===== src/rtl/mluart_pkg.sv =====
// mluart_pkg: shared definitions for the mluart receiver/transmitter family.
// Holds the FSM state encoding, legal parameter ranges and small bit helpers.
package mluart_pkg;

  typedef enum logic [2:0] {
    ST_IDLE   = 3'd0,
    ST_START  = 3'd1,
    ST_DATA   = 3'd2,
    ST_PARITY = 3'd3,
    ST_STOP   = 3'd4
  } mluart_state_t;

  localparam int unsigned DATA_BITS_MIN  = 32'd5;
  localparam int unsigned DATA_BITS_MAX  = 32'd9;
  localparam int unsigned OVERSAMPLE_MIN = 32'd8;
  localparam int unsigned OVERSAMPLE_MAX = 32'd32;

  // Majority of three samples.
  function automatic logic maj3(input logic a, input logic b, input logic c);
    return (a & b) | (a & c) | (b & c);
  endfunction

  // Reduction XOR over a word of up to DATA_BITS_MAX bits (zero-extend narrower words).
  function automatic logic xor9(input logic [8:0] v);
    return ^v;
  endfunction

endpackage


===== src/rtl/mluart_rx_sync.sv =====
// mluart_rx_sync: two-flop synchroniser for the raw UART line plus a 3-tap
// majority filter. Taps are taken on oversample ticks only; 'vote' is the
// majority of the two previous tick samples and the current synchronised line.
module mluart_rx_sync
  import mluart_pkg::*;
(
  input  logic CLK_100MHZ,
  input  logic reset,
  input  logic clk_en_os,
  input  logic UART_RX,
  output logic rx_s,
  output logic vote
);

  logic       meta_r;
  logic       sync_r;
  logic [1:0] hist_r;

  // Bring the asynchronous line into the clock domain; idle level is high.
  always_ff @(posedge CLK_100MHZ or posedge reset) begin
    if (reset) begin
      meta_r <= 1'b1;
      sync_r <= 1'b1;
    end else begin
      meta_r <= UART_RX;
      sync_r <= meta_r;
    end
  end

  // Keep the last two tick samples so the vote covers three consecutive ticks.
  always_ff @(posedge CLK_100MHZ or posedge reset) begin
    if (reset) begin
      hist_r <= 2'b11;
    end else if (clk_en_os) begin
      hist_r <= {hist_r[0], sync_r};
    end
  end

  assign rx_s = sync_r;
  assign vote = maj3(hist_r[1], hist_r[0], sync_r);

endmodule


===== src/rtl/mluart_rx_param.sv =====
// mluart_rx_param: parametrised UART receiver with majority-vote sampling,
// false-start rejection, framing/overrun flags and a valid/ack handshake.
// Optional parity bit enabled by defining MLUART_RX_PARITY_EN.
module mluart_rx_param
  import mluart_pkg::*;
#(
  parameter int DATA_BITS  = 8,
  parameter int OVERSAMPLE = 16,
  parameter int STOP_BITS  = 1,
  parameter int PARITY_ODD = 0
) (
  input  logic                 CLK_100MHZ,
  input  logic                 reset,
  input  logic                 clk_en_os,
  input  logic                 UART_RX,
  input  logic                 data_ack,
  output logic [DATA_BITS-1:0] data_out,
  output logic                 data_valid,
  output logic                 frame_err,
  output logic                 parity_err,
  output logic                 overrun_err
);

  localparam int OSW = $clog2(OVERSAMPLE);
  localparam int BCW = $clog2(DATA_BITS + 1);
  localparam logic [OSW-1:0] OS_LAST   = OSW'(OVERSAMPLE - 1);
  localparam logic [OSW-1:0] VOTE_AT   = OSW'(OVERSAMPLE / 2 + 1);
  localparam logic [BCW-1:0] BIT_LAST  = BCW'(DATA_BITS - 1);
  localparam logic           STOP_LAST = 1'(STOP_BITS - 1);

  mluart_state_t        state_r, state_nx_s;
  logic [OSW-1:0]       os_cnt_r;
  logic [BCW-1:0]       bit_cnt_r;
  logic [DATA_BITS-1:0] shift_r;
  logic                 stop_idx_r;
  logic                 stop_bad_r;
  logic                 rx_s;
  logic                 vote_s;
  logic                 vote_tick_s;
  logic                 last_tick_s;
  logic                 done_s;
  logic                 ack_s;
  logic                 parity_s;

  mluart_rx_sync u_sync (
    .CLK_100MHZ (CLK_100MHZ),
    .reset      (reset),
    .clk_en_os  (clk_en_os),
    .UART_RX    (UART_RX),
    .rx_s       (rx_s),
    .vote       (vote_s)
  );

  assign vote_tick_s = clk_en_os && (os_cnt_r == VOTE_AT);
  assign last_tick_s = clk_en_os && (os_cnt_r == OS_LAST);
  assign ack_s       = data_ack & data_valid;

  // State register.
  always_ff @(posedge CLK_100MHZ or posedge reset) begin
    if (reset) begin
      state_r <= ST_IDLE;
    end else begin
      state_r <= state_nx_s;
    end
  end

  // Next-state decode; the final stop vote both completes the word and
  // returns to IDLE half a bit early so the next start edge is caught.
  always_comb begin
    state_nx_s = state_r;
    done_s     = 1'b0;
    case (state_r)
      ST_IDLE: begin
        if (clk_en_os && !rx_s) begin
          state_nx_s = ST_START;
        end else begin
          state_nx_s = ST_IDLE;
        end
      end
      ST_START: begin
        if (vote_tick_s && vote_s) begin
          state_nx_s = ST_IDLE;
        end else if (last_tick_s) begin
          state_nx_s = ST_DATA;
        end else begin
          state_nx_s = ST_START;
        end
      end
      ST_DATA: begin
        if (last_tick_s && (bit_cnt_r == BIT_LAST)) begin
`ifdef MLUART_RX_PARITY_EN
          state_nx_s = ST_PARITY;
`else
          state_nx_s = ST_STOP;
`endif
        end else begin
          state_nx_s = ST_DATA;
        end
      end
      ST_PARITY: begin
`ifdef MLUART_RX_PARITY_EN
        if (last_tick_s) begin
          state_nx_s = ST_STOP;
        end else begin
          state_nx_s = ST_PARITY;
        end
`else
        state_nx_s = ST_IDLE;
`endif
      end
      ST_STOP: begin
        if (vote_tick_s && (stop_idx_r == STOP_LAST)) begin
          state_nx_s = ST_IDLE;
          done_s     = 1'b1;
        end else begin
          state_nx_s = ST_STOP;
        end
      end
      default: begin
        state_nx_s = ST_IDLE;
      end
    endcase
  end

  // Oversample counter, bit counter, shift register and stop-bit tracking; all advance on ticks only.
  always_ff @(posedge CLK_100MHZ or posedge reset) begin
    if (reset) begin
      os_cnt_r   <= '0;
      bit_cnt_r  <= '0;
      shift_r    <= '0;
      stop_idx_r <= 1'b0;
      stop_bad_r <= 1'b0;
    end else if (clk_en_os) begin
      if (state_nx_s != state_r) begin
        os_cnt_r <= '0;
      end else if (os_cnt_r == OS_LAST) begin
        os_cnt_r <= '0;
      end else begin
        os_cnt_r <= os_cnt_r + OSW'(1);
      end
      case (state_r)
        ST_START: begin
          bit_cnt_r  <= '0;
          stop_idx_r <= 1'b0;
          stop_bad_r <= 1'b0;
        end
        ST_DATA: begin
          if (vote_tick_s) begin
            shift_r <= {vote_s, shift_r[DATA_BITS-1:1]};
          end
          if (last_tick_s) begin
            bit_cnt_r <= bit_cnt_r + BCW'(1);
          end
        end
        ST_STOP: begin
          if (vote_tick_s && !vote_s) begin
            stop_bad_r <= 1'b1;
          end
          if (last_tick_s) begin
            stop_idx_r <= 1'b1;
          end
        end
        default: begin
        end
      endcase
    end
  end

`ifdef MLUART_RX_PARITY_EN
  localparam logic PAR_SENSE = 1'(PARITY_ODD);
  logic par_bit_r;

  // Capture the voted parity bit.
  always_ff @(posedge CLK_100MHZ or posedge reset) begin
    if (reset) begin
      par_bit_r <= 1'b0;
    end else if (vote_tick_s && (state_r == ST_PARITY)) begin
      par_bit_r <= vote_s;
    end
  end

  assign parity_s = ((xor9(9'(shift_r)) ^ par_bit_r) != PAR_SENSE);
`else
  assign parity_s = 1'b0;
`endif

  // Output word, status flags and consumer handshake; runs every clock.
  always_ff @(posedge CLK_100MHZ or posedge reset) begin
    if (reset) begin
      data_out    <= '0;
      data_valid  <= 1'b0;
      frame_err   <= 1'b0;
      parity_err  <= 1'b0;
      overrun_err <= 1'b0;
    end else if (done_s) begin
      data_out   <= shift_r;
      data_valid <= 1'b1;
      frame_err  <= stop_bad_r | ~vote_s;
      parity_err <= parity_s;
      if (data_valid && !data_ack) begin
        overrun_err <= 1'b1;
      end else if (ack_s) begin
        overrun_err <= 1'b0;
      end
    end else if (ack_s) begin
      data_valid  <= 1'b0;
      overrun_err <= 1'b0;
    end
  end

endmodule


===== config.mk =====
export PLATFORM = sky130hd
export DESIGN_NAME = mluart_rx_param
export DESIGN_NICKNAME = d
export VERILOG_FILES = /design/src/rtl/mluart_pkg.sv /design/src/rtl/mluart_rx_sync.sv /design/src/rtl/mluart_rx_param.sv
export SDC_FILE = /design/constraint.sdc
export NUM_CORES = 1
export LEC_CHECK = 0
export CAP_MARGIN = 20
export CORE_ASPECT_RATIO = 0.75
export CORE_MARGIN = 3
export CORE_UTILIZATION = 50
export DETAILED_ROUTE_END_ITERATION = 8
export GPL_ROUTABILITY_DRIVEN = 0
export PLACE_DENSITY = 0.7
export SYNTH_ARGS = -nofsm -noshare
export SYNTH_HDL_FRONTEND = slang
export SYNTH_SLANG_ARGS = --single-unit

===== constraint.sdc =====
create_clock -name CLK_100MHZ -period 1.76 [get_ports CLK_100MHZ]
set_input_delay 0.176 -clock CLK_100MHZ [delete_from_list [all_inputs] [get_ports CLK_100MHZ]]
set_output_delay 0.176 -clock CLK_100MHZ [all_outputs]
set_load 0.005 [all_outputs]

# After elaboration in Yosys (flattened, before gate mapping)
# Index checks and enable logic that the tools add are counted.
[op_classes] n_addsub=2 eq_ne=10 mux=21 n_bitwise=9 reduce_logical=19
[ops] op="4-bit two-way mux" count=3
[ops] op="3-bit case mux with 4 select lines" count=1
[ops] op="3-bit AND reduction" count=4
[ops] op="1-bit two-way mux" count=10
[ops] op="4-bit by 1-bit adder with 4-bit output, second input constant" count=2
[ops] op="4-bit equality test, second input constant" count=2
[ops] op="1-bit logical AND" count=8
[ops] op="4-bit case mux with 2 select lines" count=1
[ops] op="3-bit two-way mux" count=2
[ops] op="2-bit != test, second input constant" count=3
[ops] op="2-bit nonzero test" count=3
[ops] op="1-bit AND" count=4
[ops] op="4-bit by 3-bit equality test with 1-bit output, second input constant" count=1
[ops] op="2-bit two-way mux" count=2
[ops] op="1-bit case mux with 2 select lines" count=2
[ops] op="3-bit by 1-bit equality test with 1-bit output, second input constant" count=1
[ops] op="3-bit by 2-bit equality test with 1-bit output, second input constant" count=1
[ops] op="3-bit equality test, second input constant" count=1
[ops] op="1-bit zero test" count=3
[ops] op="3-bit zero test" count=1
[ops] op="3-bit != test" count=1
[ops] op="1-bit OR" count=3
[ops] op="1-bit inverter" count=2
[word_totals] ff_bits=36 input_bits=5 out_inout_bits=12 elab_cells=74

# Depth between registers and ports, before layout
# Gate-level depths: netlist of the first run.
[logic_depth] word_depth=8 ltp_mapped=8 ltp_nobuf=7

# By module
# A second synthesis of the first run with hierarchy kept.
[hier_totals] cells_unflattened=147 area_unflattened_um2=1697.9
[modules_own_cells] mod="mluart_rx_param" n_inst=1 cells_per_inst=139 area_each_um2=1555.2 seq_area_each_um2=800.8
[modules_own_cells] mod="mluart_rx_sync" n_inst=1 cells_per_inst=8 area_each_um2=142.6 seq_area_each_um2=105.1

# Worst setup path before layout of the first run
# OpenSTA, ideal clock, no wires.
[synth_timing] path_type="register to register" startpoint="reg os_cnt_r[0]" endpoint="reg os_cnt_r[3]" setup_ns=0.064 arrival_ns=1.868 t_required_ns=1.696 slack_ns=-0.172 path_stages_with_launch=7 path_buffers=0 synth_period_minus_slack_ns=1.932 cell_sequence="dfrtp_1 -> ha_1 -> and4_2 -> a2111o_1 -> a211o_1 -> nor4_2 -> a21o_1"
[synth_between] elab_chain_cells=7 elab_cells_between_ends=16 cone_classes="add/sub (1); eq/ne (3); mux (7); reduce/logical (5)"
[synth_rtl] item="from (decl)" line="mluart_rx_param.sv:32" source="logic [OSW-1:0] os_cnt_r;"
[synth_rtl] item="from (signal assigned)" line="mluart_rx_param.sv:139" source="os_cnt_r <= os_cnt_r + OSW'(1);"
[synth_rtl] item="4-bit equality test (on tied branches)" line="mluart_rx_param.sv:55, mluart_rx_param.sv:136, mluart_rx_param.sv:54"
[synth_rtl] item="1-bit logical AND (on tied branches)" line="mluart_rx_param.sv:55, mluart_rx_param.sv:54"
[synth_rtl] item="2-bit two-way mux, or another cell as far along" line="mluart_rx_param.sv:83" source="end else if (last_tick_s) begin"
[synth_rtl] item="2-bit two-way mux, or another cell as far along" line="mluart_rx_param.sv:81" source="if (vote_tick_s && vote_s) begin"
[synth_rtl] item="3-bit case mux with 4 select lines" line="mluart_rx_param.sv:72" source="case (state_r)"
[synth_rtl] item="3-bit != test" line="mluart_rx_param.sv:134" source="if (state_nx_s != state_r) begin"
[synth_rtl] item="4-bit two-way mux *" line="mluart_rx_param.sv:134"
# Every way passes the cells marked *; elsewhere a longest branch is shown, timed or not.
# A chain may end at the register's enable or synchronous reset.

# Worst setup path in the final report of the first run
[layout_timing] startpoint="reg os_cnt_r[1]" endpoint="reg os_cnt_r[2]"
# Same word-level chain as after synthesis.

==> results of run 1 <==
final cells by class:
class	count	area share, %
clock buffer	7	3.41
clock inverter	1	0.223
inverter	8	1.34
multi-input combinational	90	34.3
sequential	36	40.4
tap	38	2.12
timing repair buffer	46	18.1
logic make-up (layout without fill, tap and decap cells):
kind of cell             count (synthesis)  after routing  share of synthesized area [%]
other                                    1              1                          0.228
AND/OR/NAND/NOR                         41             41                           14.1
adder cells (fa/ha/maj)                  4              4                           2.96
multiplexers                            18             18                           12.3
buffers and inverters                   14             62                           4.18
XOR/XNOR                                 2              2                           1.06
AO/OA/AOI/OAI                           24             24                           10.2
flip-flops                              36             36                           55.0
sequential cells by signal, indices dropped and copies added, names as in the netlist, named ones only:
| signal | flops |
|---|---|
| bit_cnt_r | 4 |
| data_out | 8 |
| data_valid | 1 |
| frame_err | 1 |
| os_cnt_r | 4 |
| shift_r | 8 |
| state_r | 3 |
| stop_bad_r | 1 |
| stop_idx_r | 1 |
| u_sync.hist_r | 2 |
| u_sync.meta_r | 1 |
| u_sync.rx_s | 1 |
worst reg2reg max path: cells and delay by family, from the launching register on:
kind	cells	cell delay (ns)
flip-flops	1	0.39
buffers and inverters	1	0.07
AND/OR/NAND/NOR	1	0.20
AO/OA/AOI/OAI	4	1.02
adder cells (fa/ha/maj)	1	0.16
layout by cell type (no fill, tap or decap), types with 3 or more instances in the layout:
master,count
mux2_4,8
inv_1,7
o21ai_0,3
o41ai_1,4
buf_6,3
buf_4,27
clkbuf_8,5
clkdlybuf4s50_1,15
a21oi_1,3
nand3_1,5
nand2_1,8
dfstp_2,4
nor2_1,7
dfrtp_1,32
mux2_2,10
routing by layer:
layer,up-vias,global-route usage (%),share of wire (%)
met2,37,29.3,46
li1,595,-,-
met5,-,0,0
met1,581,24.6,47
met3,6,6.50,5.9
met4,0,7.51,1.3
worst max path at each step:
stage	start	end	slack [ns]	depth (start not counted)
floorplan	os_cnt_r[1]	os_cnt_r[2]	-0.06	7
global placement	clk_en_os	os_cnt_r[2]	-0.24	6
detailed placement	clk_en_os	os_cnt_r[2]	-0.30	6
CTS	os_cnt_r[1]	os_cnt_r[3]	-0.12	7
global route	os_cnt_r[1]	os_cnt_r[2]	-0.23	7
finish	os_cnt_r[1]	os_cnt_r[2]	-0.14	7
power by group:
group	total (mW)	switching (mW)	leakage [nW]	internal, mW
clock	0.550	0.273	0.0422	0.277
combinational	0.633	0.290	0.556	0.344
sequential	0.953	0.0599	0.480	0.893
what timing repair did:
| item | 4_1_cts | 5_1_grt |
|---|---|---|
| cloned | 0 | 0 |
| buffers inserted | 5 | 3 |
| pin swaps | 5 | 5 |
| gates resized for setup | 8 | 15 |
| endpoints found under the setup margin | 20 | 17 |
per-stage QoR:
step | power, mW | setup WS, ns | hold WS (ns) | std cells
final | 2.14 | -0.144 | 0.210 | 226
after global routing | 2.25 | -0.231 | 0.245 | 226
after CTS | 2.05 | -0.120 | 0.226 | 223
after detailed placement | 1.42 | -0.305 | 0.355 | 210
after global placement | 1.39 | -0.244 | 0.348 | 210
after floorplan | 1.22 | -0.0555 | 0.180 | 140
==> flow_summary.toml, run 1 <==
[global_routing]
grtUsageTotal_pct = 19.1
grt_max_degree = 25
grt_pass1_wl_um = 5880
grt_pass1_vias = 1255
grt_overflow = 0
antenna_found_initial = 0

[worst_setup_path]
rr_worst_depth = 7
cp.required_ns = 1.97
crit_family = "compound AO/OA/AOI/OAI gates"
cpPeakStageDelay_ns = 0.39
crit_type = "reg2reg"
cp_slowest_cell = "dfrtp_1"
r2r_slack_ns = -0.14
cp-end-kind = "flop"
path_cells = "inv_2, ha_4, and4b_2, a2111o_1, a211o_4, o21ai_2, o2bb2ai_1"
path_max_fanout = 6
path_buf_inv = 1
r2r_end = "os_cnt_r[2]"
start_kind = "flop"
r2r-start = "os_cnt_r[1]"
cp.arrival_ns = 2.11

[floorplan]
die-width_um = 72.3
die_y_um = 55.7
num_io_pins = 17
die-area_sq_um = 4030
start_util_pct = 54.2
rows = 17
core_area_sq_um = 3040

[layout]
drive_above_1_share_pct = 40.4
utilization_pct = 73.7
register_area_sq_um = 906
syn_to_final_growth_pct = 36.0
multi_input_area_sq_um = 769
post-route-cell-area_sq_um = 2240
nNetsFinal = 195
fillers = 206
n_antenna_cell = 0

[detailed_routing]
drt_iter0_drc = 73
vias_per_cell = 5.39
vias = 1219
drtAntennaViolNets = 0
drcViolationCount = 0
avgRoutedWirePerCell_um = 15.2
drt_wl_total_um = 3430
first_pass_iters = 4

[power_and_ir_drop]
cellPowerDensity_nw_per_um2 = 954
peakVddDrop_mv = 0.904
p_leak_nw = 1.08

[clocking]
clkTransAtPathRegs_ns = 0.07
hold_buffers = 0
clock-sinks = 36
cts_tree = "built"
clk_path_buf_depth = 2
clkLatencyLatePin_ns = 0.29
cts_max_level = 2
cts_buffers = 5
root_buffer = "clkbuf_8"

[sta]
rsz0062_at_grt = "true"
setup_viol = 4
drv_slew = 0
min_period_ns = 1.90
setup_slack_ns = -0.144
fin_skew_ns = 0.0108
hold_viol = 0
fin_tns_setup_ns = -0.462
finalCritPeriodShare_pct = 108
fmax_mhz = 525

[synth]
yosys.cell_types.count = 41
synth_area_sq_um = 1650
synth_fp_nets = 148
ys_seq_area_share_pct = 55.0
ys.flop_type = "dfrtp_1"
synth_edf_count = 0
yosys.area.top_type = "dfrtp_1"
netlist_top_cells_count = "dfrtp_1, mux2_2, nor2_1"
yosysMostFrequentCell = "dfrtp_1"
yosysWarnings = 0
synth_top_area_share_pct = 48.6
syn_inst = 140
ys_async_sr_fraction_pct = 100
synthTopCellsByArea = "dfrtp_1, mux2_2, dfstp_2"
yosys_register_bits = 36
avgSynthCellArea_sq_um = 11.8

[placed_design]
portBuffers = 15
placed_cell_area_sq_um = 2000
place_hpwl_um = 2370

[run_status]
outcome = "complete, but fails checks"
violations = "setup timing"

[run]
drv_cap = 0

[min_path]
hold_class = "in2async"
No activity file was read; power rests on OpenSTA's default activity.
==> run 2: changes to the inputs <==
- PLACE_DENSITY: 0.7 -> default
- PLACE_DENSITY_LB_ADDON: default -> 0.2
==> run 2 against run 1 <==
The run still ends with setup timing left. Clock skew is 0.0028 ns lower. Wire length rose by 8.9%. Utilization is 1.3 points higher. Register-to-register slack got worse by 0.02 ns. Critical path depth unchanged. Combinational power down 4.7%. Sequential power about the same. Sequential share of layout area is 0.71 points lower. Global-route usage grew 1.4 points. Power grew 0.77%. Maximum frequency decreased by 1.3%. Clock-buffer cell count is 1 higher.
==> flow_summary.toml, run 2 (synthesized netlist as in run 1, its figures left out) <==
[run_status]
outcome = "complete, but fails checks"
violations = "setup timing"

[layout]
final_common_cell = "dfrtp_1"
n_antenna_cell = 0
multi_input_area_sq_um = 779
fillers = 203
layout_common_cells = "dfrtp_1, buf_4, clkdlybuf4s50_1, mux2_2"
final_cells = 227
post-route-cell-area_sq_um = 2280
syn_to_final_growth_pct = 38.4
drive_above_1_share_pct = 42.9
reg.largest.list = "data_out: 8 flops, shift_r: 8 flops"
register_area_sq_um = 906
nNetsFinal = 196

[run]
drv_cap = 0

[power_and_ir_drop]
p_total_mw = 2.15
p_leak_nw = 1.10
peakVddDrop_mv = 0.648
cellPowerDensity_nw_per_um2 = 944

[placed_design]
portBuffers = 15
dp_slack_ns = -0.363
placed_cell_area_sq_um = 2010
dp_cells = 211
place_hpwl_um = 2460

[clocking]
hold_buffers = 0
cts_max_level = 2
root_buffer = "clkbuf_8"
clkTransAtPathRegs_ns = 0.07
clkLatencyLatePin_ns = 0.29
clock-sinks = 36
clk_path_buf_depth = 2
cts_buffers = 5
cts_tree = "built"

[sta]
min_period_ns = 1.93
rsz0062_at_grt = "true"
drv_slew = 0
setup_slack_ns = -0.169
finalCritPeriodShare_pct = 110
fin_skew_ns = 0.00802
fmax_mhz = 518
setup_viol = 12
hold_viol = 0

[worst_setup_path]
cp_slowest_cell = "a2111o_1"
cp-end-kind = "flop"
rr_worst_depth = 7
r2r-start = "os_cnt_r[1]"
cp.arrival_ns = 2.14
cp.required_ns = 1.97
r2r_slack_ns = -0.17
path_cells = "inv_2, ha_4, and4b_2, a2111o_1, a211o_4, o21ai_2, o2bb2ai_2"
cp-endpoint = "os_cnt_r[2]"
worstSetupStartpoint = "os_cnt_r[1]"
crit_type = "reg2reg"
start_kind = "flop"
path_max_fanout = 6
r2r_end = "os_cnt_r[2]"
cpPeakStageDelay_ns = 0.40

[global_routing]
grt_pass1_vias = 1298
grtUsageTotal_pct = 20.5
grt_pass1_wl_um = 6280
antenna_found_initial = 0
grt_overflow = 0
grt_max_degree = 37

[detailed_routing]
drt_wl_total_um = 3740
drcViolationCount = 0
vias = 1282
drt_iter0_drc = 84
vias_per_cell = 5.65
first_pass_iters = 4
avgRoutedWirePerCell_um = 16.5
drtAntennaViolNets = 0

[floorplan]
die-width_um = 72.3
rows = 17
die_y_um = 55.7
core_area_sq_um = 3040
num_io_pins = 17
die-area_sq_um = 4030
start_util_pct = 54.2

[min_path]
hold_class = "in2async"
## run 2: repair_timing
item	in CTS	in global routing
gates cloned	1	0
setup endpoints to repair	21	26
resized for setup	18	12
pin swaps	7	2
buffers inserted	5	3
## run 2: how the worst min path moves through the flow
stage | endpoint | slack, ns | startpoint | depth (start not counted)
5_1_grt | u_sync.meta_r | 0.28 | UART_RX | 1
4_1_cts | u_sync.meta_r | 0.29 | UART_RX | 1
2_1_floorplan | u_sync.meta_r | 0.18 | UART_RX | 0
6_report | bit_cnt_r[1] | 0.28 | reset | 3
3_5_place_dp | u_sync.rx_s | 0.35 | u_sync.meta_r | 0
3_3_place_gp | u_sync.rx_s | 0.35 | u_sync.meta_r | 0
## run 2: stage by stage
step | util [%] | setup TNS [ns] | hold WS (ns)
after CTS | 73.4 | -1.49 | 0.288
final | 75.0 | -1.02 | 0.285
after global placement | 65.9 | -4.07 | 0.347
after detailed placement | 65.9 | -5.43 | 0.349
after global routing | 75.0 | -2.05 | 0.283
after floorplan | - | -0.0988 | 0.180
## run 2: layout make-up
cell class | instances | share of cell area [%]
Multi-Input combinational cell | 90 | 34.2
Sequential cell | 36 | 39.7
Inverter | 8 | 1.32
Clock buffer | 8 | 3.95
Tap cell | 38 | 2.08
Timing Repair Buffer | 47 | 18.8
## run 2: metal layers
| layer | global-route usage (%) | share of wire, % | wire [um] |
|---|---|---|---|
| met5 | 0 | 0 | 0 |
| met4 | 8.04 | 1.8 | 66 |
| met3 | 5.96 | 3.8 | 142 |
| met2 | 33.2 | 51 | 1910 |
| met1 | 25.6 | 43 | 1620 |
## run 2: report_power, final
group	total [mW]	internal (mW)	switching (mW)
combinational	0.603	0.327	0.276
clock	0.597	0.319	0.278
sequential	0.954	0.893	0.0607
## run 2: worst max-delay path: cells and delay by family (launching register included)
kind	cells	cell delay, ns
adder cells (fa/ha/maj)	1	0.16
buffers and inverters	1	0.07
AO/OA/AOI/OAI	4	1.04
AND/OR/NAND/NOR	1	0.20
flip-flops	1	0.39
==> run 3: changes to the inputs <==
- CORE_ASPECT_RATIO: 0.75 -> default
- CTS_CLUSTER_SIZE: default -> 16
==> run 3 against run 2 <==
The run still ends with setup timing left. Combinational power shrank 2%. Die area down 0.18%. Hold slack worse by 0.067 ns. Sequential share of layout area grew 0.91 points. Worst setup slack worse by 0.028 ns. Utilization decreased by 3.1 points. Wire length is 11% lower. Cell count up 2.6%. Sequential power up 0.5%. Largest power group unchanged.
==> flow_summary.toml, run 3 (synthesized netlist as in run 1, its figures left out) <==
[power_and_ir_drop]
clkPwrFrac_pct = 26.8
p_leak_nw = 1.08
comb_power_share_pct = 27.9
p_total_mw = 2.12
cellPowerDensity_nw_per_um2 = 950
pwr-share-seq_pct = 45.3
switching_share_pct = 28.5
p_sw_mw = 0.604
peakVddDrop_mv = 0.748
p_int_mw = 1.51

[run_status]
outcome = "complete, but fails checks"
violations = "setup timing"

[floorplan]
start_util_pct = 53.1
num_io_pins = 17
die_y_um = 63.4
die-area_sq_um = 4020
core_area_sq_um = 3100
die-width_um = 63.4
rows = 20

[detailed_routing]
avgRoutedWirePerCell_um = 14.3
drt_wl_total_um = 3330
first_pass_iters = 4
vias_per_cell = 5.36
vias = 1249
drcViolationCount = 0
drtAntennaViolNets = 0
drt_iter0_drc = 32

[global_routing]
grt_pass1_vias = 1223
antenna_found_initial = 0
grt_max_degree = 37
grt_overflow = 0
grt_pass1_wl_um = 5260
grtUsageTotal_pct = 16.5

[min_path]
hold_class = "in2async"

[clocking]
clkTransAtPathRegs_ns = 0.11
clk_path_buf_depth = 2
cts_buffers = 5
clkLatencyLatePin_ns = 0.34
root_buffer = "clkbuf_4"
cts_max_level = 2
hold_buffers = 0
clock-sinks = 36
cts_tree = "built"

[sta]
rsz0062_at_grt = "true"
fin_tns_setup_ns = -1.30
hold_viol = 0
setup_viol = 12
setup_slack_ns = -0.196
fmax_mhz = 511
fin_skew_ns = 0.0121
finalCritPeriodShare_pct = 111
drv_slew = 0
min_period_ns = 1.96

[layout]
layout_common_cells = "dfrtp_1, buf_4, clkdlybuf4s50_1, mux2_2"
nNetsFinal = 196
reg.largest.list = "data_out: 8 flops, shift_r: 8 flops"
fillers = 236
post-route-cell-area_sq_um = 2230
final_common_cell = "dfrtp_1"
register_area_sq_um = 906
utilization_pct = 71.9
drive_above_1_share_pct = 41.8
syn_to_final_growth_pct = 35.3
multi_input_area_sq_um = 757
n_antenna_cell = 0

[placed_design]
place_hpwl_um = 2340
placed_cell_area_sq_um = 2000
portBuffers = 15
dp_slack_ns = -0.394

[worst_setup_path]
cpPeakStageDelay_ns = 0.41
cp.required_ns = 2.02
path_cells = "inv_2, ha_4, and4b_2, a2111o_1, a211o_4, o21ai_2, o2bb2ai_1"
cp-end-kind = "flop"
r2r_slack_ns = -0.20
path_max_fanout = 6
rr_worst_depth = 7
r2r_end = "os_cnt_r[2]"
crit_type = "reg2reg"
path_buf_inv = 1
cp_slowest_cell = "dfrtp_1"
worstSetupStartpoint = "os_cnt_r[1]"
cp.arrival_ns = 2.22
r2r-start = "os_cnt_r[1]"
start_kind = "flop"
crit_family = "compound AO/OA/AOI/OAI gates"

[run]
drv_cap = 0
-- run 3: cell types whose count changed in the layout (fill, tap and decap cells not counted), sizes merged --
cell / before / now
dlymetal6s2s: 1 / 0
bufinv: 0 / 1
clkbuf: 8 / 6
clkinv: 0 / 1
clkdlybuf4s50: 14 / 15
-- run 3: per-layer routing --
layer,part of all wire (%),vias up,track usage [%]
li1,-,597,-
met2,52,24,28.4
met4,0.81,0,5.66
met5,0,-,0
met3,2.9,3,3.74
met1,44,625,20.2
-- run 3: final cells by class --
class | count | share of cell area [%]
clock inverter | 2 | 1.57
tap | 44 | 2.47
timing repair buffer | 47 | 18.2
inverter | 8 | 1.35
multi-input combinational | 90 | 34.0
clock buffer | 6 | 1.85
sequential | 36 | 40.6
-- run 3: repair_timing --
| action | CTS | global route |
|---|---|---|
| setup endpoints to repair | 20 | 25 |
| setup buffers | 6 | 3 |
| cloned | 0 | 0 |
| pin swaps | 5 | 5 |
| gates resized for setup | 15 | 8 |
-- run 3: through the flow --
step / hold WS (ns) / instances
2_1_floorplan: 0.180 / 140
3_3_place_gp: 0.349 / 217
3_5_place_dp: 0.349 / 217
4_1_cts: 0.230 / 231
5_1_grt: 0.250 / 233
6_report: 0.217 / 233
-- run 3: worst max-delay path by stage --
stage	end	slack [ns]	depth (start not counted)
finish	os_cnt_r[2]	-0.20	7
CTS	os_cnt_r[2]	-0.18	7
floorplan	os_cnt_r[2]	-0.06	7
detailed placement	os_cnt_r[2]	-0.39	6
global route	os_cnt_r[2]	-0.23	7
global placement	os_cnt_r[3]	-0.27	6
-- run 3: worst reg2reg max path: stages (launching register included) --
cell,delay [ns]
dfrtp_1,0.41
inv_2,0.07
ha_4,0.16
and4b_2,0.20
a2111o_1,0.40
a211o_4,0.38
o21ai_2,0.12
o2bb2ai_1,0.14
-- run 3: power groups by stage --
stage	logic, mW	clock network, mW	registers (mW)
floorplan	0.259	0	0.958
global placement	0.445	0	0.957
detailed placement	0.466	0	0.966
CTS	0.509	0.575	0.955
global route	0.642	0.600	0.965
finish	0.592	0.568	0.959
